### config.mk
export PLATFORM = sky130hd
export DESIGN_NAME = oled_spi_sink
export DESIGN_NICKNAME = d
export VERILOG_FILES = /design/src/rtl/oled_spi_sink.sv
export SDC_FILE = /design/constraint.sdc
export NUM_CORES = 1
export LEC_CHECK = 0
export CAP_MARGIN = 5
export CORE_MARGIN = 8
export CORE_UTILIZATION = 52
export DETAILED_ROUTE_END_ITERATION = 7
export GPL_TIMING_DRIVEN = 0
export MAX_ROUTING_LAYER = met4
export PLACE_DENSITY = 0.77
export SYNTH_ARGS = -nofsm -noshare
export SYNTH_HDL_FRONTEND = slang
export SYNTH_SLANG_ARGS = --single-unit
### constraint.sdc
create_clock -name clk -period 2.7 [get_ports clk]
set_clock_uncertainty 0.05 [all_clocks]
set_input_delay 0.27 -clock clk [delete_from_list [all_inputs] [get_ports clk]]
set_output_delay 0.27 -clock clk [all_outputs]
set_load 0.02 [all_outputs]
### src/rtl/oled_spi_sink.sv
// Receive side of the 4-wire OLED SPI link: oversamples the lines, deserializes
// bytes and tracks the SSD1306-style addressing state to emit framebuffer writes.
`timescale 1ns/1ps
module oled_spi_sink #(
  parameter int SYNC_STAGES = 2,
  parameter int NUM_COLS    = 128,
  parameter int NUM_PAGES   = 8
) (
  input  logic       clk,
  input  logic       reset,
  input  logic       sck,
  input  logic       mosi,
  input  logic       dc,
  input  logic       cs,
  input  logic       reset_oled,
  output logic       rx_valid,
  output logic [7:0] rx_byte,
  output logic       rx_is_data,
  output logic       fb_we,
  output logic [2:0] fb_page,
  output logic [6:0] fb_col,
  output logic [7:0] fb_data,
  output logic       display_on,
  output logic [1:0] addr_mode,
  output logic       frame_error
);

  localparam logic [6:0] COL_LAST  = 7'(NUM_COLS - 1);
  localparam logic [2:0] PAGE_LAST = 3'(NUM_PAGES - 1);

  typedef enum logic [2:0] {
    ST_IDLE     = 3'd0,
    ST_ARG_MODE = 3'd1,
    ST_ARG_CS   = 3'd2,
    ST_ARG_CE   = 3'd3,
    ST_ARG_PS   = 3'd4,
    ST_ARG_PE   = 3'd5,
    ST_ARG_SKIP = 3'd6
  } state_t;

  function automatic logic [6:0] col_inc(input logic [6:0] c);
    return (c == COL_LAST) ? 7'd0 : c + 7'd1;
  endfunction

  function automatic logic [2:0] page_inc(input logic [2:0] p);
    return (p == PAGE_LAST) ? 3'd0 : p + 3'd1;
  endfunction

  logic [SYNC_STAGES-1:0] sck_sync_r, mosi_sync_r, dc_sync_r, cs_sync_r, run_sync_r;
  logic sck_sync_s, mosi_sync_s, dc_sync_s, cs_sync_s, panel_run_s;
  logic sck_prev_r, sck_rise_s, byte_done_s;
  logic [2:0] bit_cnt_r;
  logic [7:0] shift_r, byte_val_s;

  state_t     state_r, state_n;
  logic [6:0] col_ptr_r, col_ptr_n, col_start_r, col_start_n, col_end_r, col_end_n;
  logic [6:0] arg_hold_r, arg_hold_n;
  logic [2:0] page_ptr_r, page_ptr_n, page_start_r, page_start_n, page_end_r, page_end_n;
  logic [1:0] addr_mode_n;
  logic       display_on_n, fb_we_n;
  logic [2:0] fb_page_n;
  logic [6:0] fb_col_n;
  logic [7:0] fb_data_n;

  // Input synchronizers; cs and reset_oled idle inactive so reset release needs a fresh cs low.
  always_ff @(posedge clk or posedge reset) begin
    if (reset) begin
      sck_sync_r  <= {SYNC_STAGES{1'b0}};
      mosi_sync_r <= {SYNC_STAGES{1'b0}};
      dc_sync_r   <= {SYNC_STAGES{1'b0}};
      cs_sync_r   <= {SYNC_STAGES{1'b1}};
      run_sync_r  <= {SYNC_STAGES{1'b1}};
    end else begin
      sck_sync_r  <= {sck_sync_r[SYNC_STAGES-2:0], sck};
      mosi_sync_r <= {mosi_sync_r[SYNC_STAGES-2:0], mosi};
      dc_sync_r   <= {dc_sync_r[SYNC_STAGES-2:0], dc};
      cs_sync_r   <= {cs_sync_r[SYNC_STAGES-2:0], cs};
      run_sync_r  <= {run_sync_r[SYNC_STAGES-2:0], reset_oled};
    end
  end

  assign sck_sync_s  = sck_sync_r[SYNC_STAGES-1];
  assign mosi_sync_s = mosi_sync_r[SYNC_STAGES-1];
  assign dc_sync_s   = dc_sync_r[SYNC_STAGES-1];
  assign cs_sync_s   = cs_sync_r[SYNC_STAGES-1];
  assign panel_run_s = run_sync_r[SYNC_STAGES-1];
  assign sck_rise_s  = sck_sync_s & ~sck_prev_r;
  assign byte_val_s  = {shift_r[6:0], mosi_sync_s};
  assign byte_done_s = panel_run_s & ~cs_sync_s & sck_rise_s & (bit_cnt_r == 3'd7);

  // Deserializer: shifts on sck rise, flags a cs rise that cuts a byte short.
  always_ff @(posedge clk or posedge reset) begin
    if (reset) begin
      sck_prev_r  <= 1'b0;
      bit_cnt_r   <= 3'd0;
      shift_r     <= 8'd0;
      rx_valid    <= 1'b0;
      rx_byte     <= 8'd0;
      rx_is_data  <= 1'b0;
      frame_error <= 1'b0;
    end else begin
      sck_prev_r <= sck_sync_s;
      if (!panel_run_s) begin
        bit_cnt_r   <= 3'd0;
        shift_r     <= 8'd0;
        rx_valid    <= 1'b0;
        rx_byte     <= 8'd0;
        rx_is_data  <= 1'b0;
        frame_error <= 1'b0;
      end else if (cs_sync_s) begin
        bit_cnt_r   <= 3'd0;
        shift_r     <= 8'd0;
        rx_valid    <= 1'b0;
        frame_error <= (bit_cnt_r != 3'd0);
      end else if (sck_rise_s) begin
        bit_cnt_r   <= bit_cnt_r + 3'd1;
        shift_r     <= byte_val_s;
        rx_valid    <= (bit_cnt_r == 3'd7);
        frame_error <= 1'b0;
        if (bit_cnt_r == 3'd7) begin
          rx_byte    <= byte_val_s;
          rx_is_data <= dc_sync_s;
        end else begin
          rx_byte    <= rx_byte;
          rx_is_data <= rx_is_data;
        end
      end else begin
        rx_valid    <= 1'b0;
        frame_error <= 1'b0;
      end
    end
  end

  // Command parser and pointer advance, evaluated on the same edge that raises rx_valid.
  always_comb begin
    state_n      = state_r;
    col_ptr_n    = col_ptr_r;
    col_start_n  = col_start_r;
    col_end_n    = col_end_r;
    arg_hold_n   = arg_hold_r;
    page_ptr_n   = page_ptr_r;
    page_start_n = page_start_r;
    page_end_n   = page_end_r;
    addr_mode_n  = addr_mode;
    display_on_n = display_on;
    fb_we_n      = 1'b0;
    fb_page_n    = fb_page;
    fb_col_n     = fb_col;
    fb_data_n    = fb_data;
    if (!panel_run_s) begin
      state_n      = ST_IDLE;
      col_ptr_n    = 7'd0;
      col_start_n  = 7'd0;
      col_end_n    = COL_LAST;
      arg_hold_n   = 7'd0;
      page_ptr_n   = 3'd0;
      page_start_n = 3'd0;
      page_end_n   = PAGE_LAST;
      addr_mode_n  = 2'b10;
      display_on_n = 1'b0;
      fb_page_n    = 3'd0;
      fb_col_n     = 7'd0;
      fb_data_n    = 8'd0;
    end else if (byte_done_s && dc_sync_s) begin
      // A data byte also aborts any half-received command.
      state_n   = ST_IDLE;
      fb_we_n   = 1'b1;
      fb_page_n = page_ptr_r;
      fb_col_n  = col_ptr_r;
      fb_data_n = byte_val_s;
      case (addr_mode)
        2'b00: begin
          if (col_ptr_r == col_end_r) begin
            col_ptr_n  = col_start_r;
            page_ptr_n = (page_ptr_r == page_end_r) ? page_start_r : page_inc(page_ptr_r);
          end else begin
            col_ptr_n = col_inc(col_ptr_r);
          end
        end
        2'b01: begin
          if (page_ptr_r == page_end_r) begin
            page_ptr_n = page_start_r;
            col_ptr_n  = (col_ptr_r == col_end_r) ? col_start_r : col_inc(col_ptr_r);
          end else begin
            page_ptr_n = page_inc(page_ptr_r);
          end
        end
        default: col_ptr_n = col_inc(col_ptr_r);
      endcase
    end else if (byte_done_s) begin
      state_n = ST_IDLE;
      case (state_r)
        ST_IDLE: begin
          if (byte_val_s[7:4] == 4'h0) begin
            col_ptr_n[3:0] = byte_val_s[3:0];
          end else if (byte_val_s[7:3] == 5'b00010) begin
            col_ptr_n[6:4] = byte_val_s[2:0];
          end else if (byte_val_s[7:3] == 5'b10110) begin
            page_ptr_n = byte_val_s[2:0];
          end else begin
            case (byte_val_s)
              8'h20:        state_n = ST_ARG_MODE;
              8'h21:        state_n = ST_ARG_CS;
              8'h22:        state_n = ST_ARG_PS;
              8'h81, 8'h8D: state_n = ST_ARG_SKIP;
              8'hAE:        display_on_n = 1'b0;
              8'hAF:        display_on_n = 1'b1;
              default:      state_n = ST_IDLE;
            endcase
          end
        end
        ST_ARG_MODE: begin
          if (byte_val_s[1:0] != 2'b11) begin
            addr_mode_n = byte_val_s[1:0];
          end else begin
            addr_mode_n = addr_mode;
          end
        end
        ST_ARG_CS: begin
          // The start is held back so an aborted 0x21 leaves the window intact.
          arg_hold_n = byte_val_s[6:0];
          state_n    = ST_ARG_CE;
        end
        ST_ARG_CE: begin
          col_start_n = arg_hold_r;
          col_end_n   = byte_val_s[6:0];
          col_ptr_n   = arg_hold_r;
        end
        ST_ARG_PS: begin
          arg_hold_n = {4'd0, byte_val_s[2:0]};
          state_n    = ST_ARG_PE;
        end
        ST_ARG_PE: begin
          page_start_n = arg_hold_r[2:0];
          page_end_n   = byte_val_s[2:0];
          page_ptr_n   = arg_hold_r[2:0];
        end
        default: state_n = ST_IDLE;
      endcase
    end else begin
      state_n = state_r;
    end
  end

  // Controller state and framebuffer outputs.
  always_ff @(posedge clk or posedge reset) begin
    if (reset) begin
      state_r      <= ST_IDLE;
      col_ptr_r    <= 7'd0;
      col_start_r  <= 7'd0;
      col_end_r    <= COL_LAST;
      arg_hold_r   <= 7'd0;
      page_ptr_r   <= 3'd0;
      page_start_r <= 3'd0;
      page_end_r   <= PAGE_LAST;
      addr_mode    <= 2'b10;
      display_on   <= 1'b0;
      fb_we        <= 1'b0;
      fb_page      <= 3'd0;
      fb_col       <= 7'd0;
      fb_data      <= 8'd0;
    end else begin
      state_r      <= state_n;
      col_ptr_r    <= col_ptr_n;
      col_start_r  <= col_start_n;
      col_end_r    <= col_end_n;
      arg_hold_r   <= arg_hold_n;
      page_ptr_r   <= page_ptr_n;
      page_start_r <= page_start_n;
      page_end_r   <= page_end_n;
      addr_mode    <= addr_mode_n;
      display_on   <= display_on_n;
      fb_we        <= fb_we_n;
      fb_page      <= fb_page_n;
      fb_col       <= fb_col_n;
      fb_data      <= fb_data_n;
    end
  end

endmodule

==> results.ini <==
[drt]
drt_iter0_drc=178
vias_per_cell=5.699
drt-total-wl_um=11550
postRouteAntennaNets=0
wl_per_cell_um=17.71
firstDrtPassIters=4
num_vias=3716
drc=0

[power]
finalPower_mw=2.737
clkPwrFrac_pct=34.8
p_int_mw=2.010
peakVddDrop_mv=0.4023
switching_power_uw=727.1
p_comb_share_pct=9.7
power_density_nw_per_um2=500.8
p_leak_nw=2.407
swShare_pct=26.57
seqPwrFrac_pct=55.5

[global_routing]
use_met1_pct=24.36
busiest_layer=met2
antenna_found_initial=0
grt_overflow_total=0
grt_max_degree=38
grt_pass1_wl_um=19270
met2_usage_pct=31.48
grt_use_met3_pct=3.950
grt_pass1_vias=3736
grt_util_all_layers_pct=19.64

[timing]
timing.final.crit_share_pct=89.78
grt_setup_unrepaired=no
fin_setup_tns_ns=0
worst_pin_slew_ns=0.6728
slew_headroom_pct=55.15
final-setup-viol-count=0
hold_violations=0
fmax_mhz=412.5
post-route-min-period_ns=2.424
slew_viol_final=0

[floorplan]
start_util_pct=53.60
die_w_um=111.0
num_rows=34
die_area_um2=12330
die_h_um=111.0
io_pins=40
core_region_area_um2=8763

[status]
status=complete, no violations

[logic_synthesis]
yosys.area_share.adder_pct=1.598
syn_area_um2=4697
synth.top_cells.by_area=dfrtp_1 (42%), dfstp_2 (8.4%), nand2_1 (7.4%)
yosysTopAreaCellShare_pct=42.09
synth_xor_area_share_pct=3.170
synth_simple_gate_area_share_pct=19.15
synth_edf_count=0
syn_inst=487
synth-seq-area-share_pct=50.48
synth_compound_area_share_pct=14.73
synth-seq-cells=94
synth_nets=500
synth.most_common_cell=nand2_1
yosys.area.top_type=dfrtp_1
synth_top_family_by_area=simple AND/OR/NAND/NOR gates
synth.area.mux_share_pct=4.422
avgSynthCellArea_um2=9.645
yosysWarnings=0
async_flop_share_pct=100.0
synthFlopType=dfrtp_1
synth_common_cells=nand2_1 (93), dfrtp_1 (79), nand3_1 (30)
synthDistinctLibCells=68

[min_path]
hp-class=primary input to asynchronous set/reset pin

[clock_tree]
cts_setup_buffers=0
clk_latency_ns=0.37
hold_buffers=0
cts_root_buf=clkbuf_8
cts_tree=yes
cts_resized=0
clkTransAtPathRegs_ns=0.10
h-tree-depth=3
cts.sinks=94
clock_path_buffers=2
cts_inserted_buffers=9

[final_layout]
syn2layout_area_growth_pct=16.36
antenna_cells=0
layout-drive-gt1-share_pct=12.68
final_nets=552

[setup_path]
worstSetupEndpointType=flip-flop
crit_type=flip-flop to flip-flop
cp_data_required_time_ns=2.92
worstPathArrival_ns=2.64
start_kind=flip-flop
cp_max_fo=10

[run]
max-cap-violations=0

[placement]
finalWeightedCongestion=0.9150
portBuffers=39
place_hpwl_um=8473

state kept, by name, indices dropped and copies added (netlist names), 3 cells and up:
| signal | flops |
|---|---|
| fb_data | 8 |
| rx_byte | 8 |
| arg_hold_r | 7 |
| col_end_r | 7 |
| col_ptr_r | 7 |
| col_start_r | 7 |
| fb_col | 7 |
| shift_r | 7 |
| bit_cnt_r | 3 |
| fb_page | 3 |
| page_end_r | 3 |
| page_ptr_r | 3 |
| page_start_r | 3 |
| state_r | 3 |
cell families (layout without fill, tap and decap cells):
| logic type | Yosys count | count (layout) |
|---|---|---|
| adder cells (fa/ha/maj) | 6 | 6 |
| AO/OA/AOI/OAI | 104 | 104 |
| buffers and inverters | 58 | 115 |
| XOR/XNOR | 17 | 17 |
| multiplexers | 20 | 20 |
| AND/OR/NAND/NOR | 188 | 188 |
| flip-flops | 94 | 94 |
worst paths after layout:
path	start	end	slack [ns]	depth (start not counted)
min in group clk	cs	cs_sync_r[0]	0.25	1
setup reg to reg	bit_cnt_r[1]	col_ptr_r[3]	0.28	8
setup / recovery	bit_cnt_r[1]	col_ptr_r[3]	0.28	8
hold reg to reg	cs_sync_r[0]	cs_sync_r[1]	0.31	0
hold / removal	reset	rx_byte[4]	0.25	2
max in group asynchronous	reset	col_end_r[2]	1.49	4
cells in the final DEF, fill, tap and decap left out, types with 3 or more instances in the layout:
cell             count
clkbuf_8            13
mux2_2               4
nand2_1             93
nor2b_1              5
a21o_1               3
a31oi_1              4
ha_1                 6
o32ai_1              3
buf_6                3
a211oi_1             3
a21oi_1             27
o211ai_1             5
nor4_1               3
xor2_1               3
nor2_1              25
clkdlybuf4s50_1     39
nand3_1             30
xnor2_1             14
and3_1               3
clkinvlp_4           3
clkbuf_1            17
dfstp_2             15
or3_1                3
buf_2                6
buf_1                3
o22ai_1              3
o21ai_0             29
mux2i_1             14
nand3b_1             4
nand4_1              4
dfrtp_1             79
inv_1               21
a22o_1               6
o31ai_1              4
routing by layer:
metal	routed length, µm	up-vias
met5	0	-
met3	591	15
met1	5050	1830
met2	5736	95
met4	169	0
li1	-	1776
critical path: stages (launching register included):
cell	delay, ns
dfrtp_1	0.38
ha_1	0.16
ha_1	0.21
and4b_1	0.32
nand2_4	0.11
inv_1	0.20
clkbuf_1	0.46
a21oi_1	0.12
o31ai_1	0.32
stage by stage:
step / std cells / worst slack (ns) / hold slack [ns] / cell area [µm²] / utilization (%)
2_1_floorplan: 487 / 0.6876 / 0.2245 / 4701 / -
3_3_place_gp: 634 / 0.3456 / 0.2815 / 5226 / 59.64
3_5_place_dp: 636 / 0.2981 / 0.2879 / 5266 / 60.09
4_1_cts: 652 / 0.2846 / 0.2439 / 5465 / 62.36
5_1_grt: 652 / 0.04347 / 0.2446 / 5465 / 62.36
6_report: 652 / 0.2759 / 0.2459 / 5465 / 62.36
final cells by class:
type	count	area, µm²
Buffer	36	220.2
Clock buffer	10	127.6
Clock inverter	6	71.32
Fill cell	739	3298
Inverter	22	86.33
Multi-Input combinational cell	335	2023
Sequential cell	94	2371
Tap cell	108	135.1
Timing Repair Buffer	41	430.4
power groups by stage:
stage	Sequential [mW]	Combinational (mW)	Clock, mW
final	1.52	0.266	0.952
after global routing	1.53	0.298	1.03
after floorplan	1.54	0.181	0
after detailed placement	1.55	0.266	0
after CTS	1.52	0.268	0.967
after global placement	1.54	0.252	0
No activity file was read; power rests on OpenSTA's default activity.
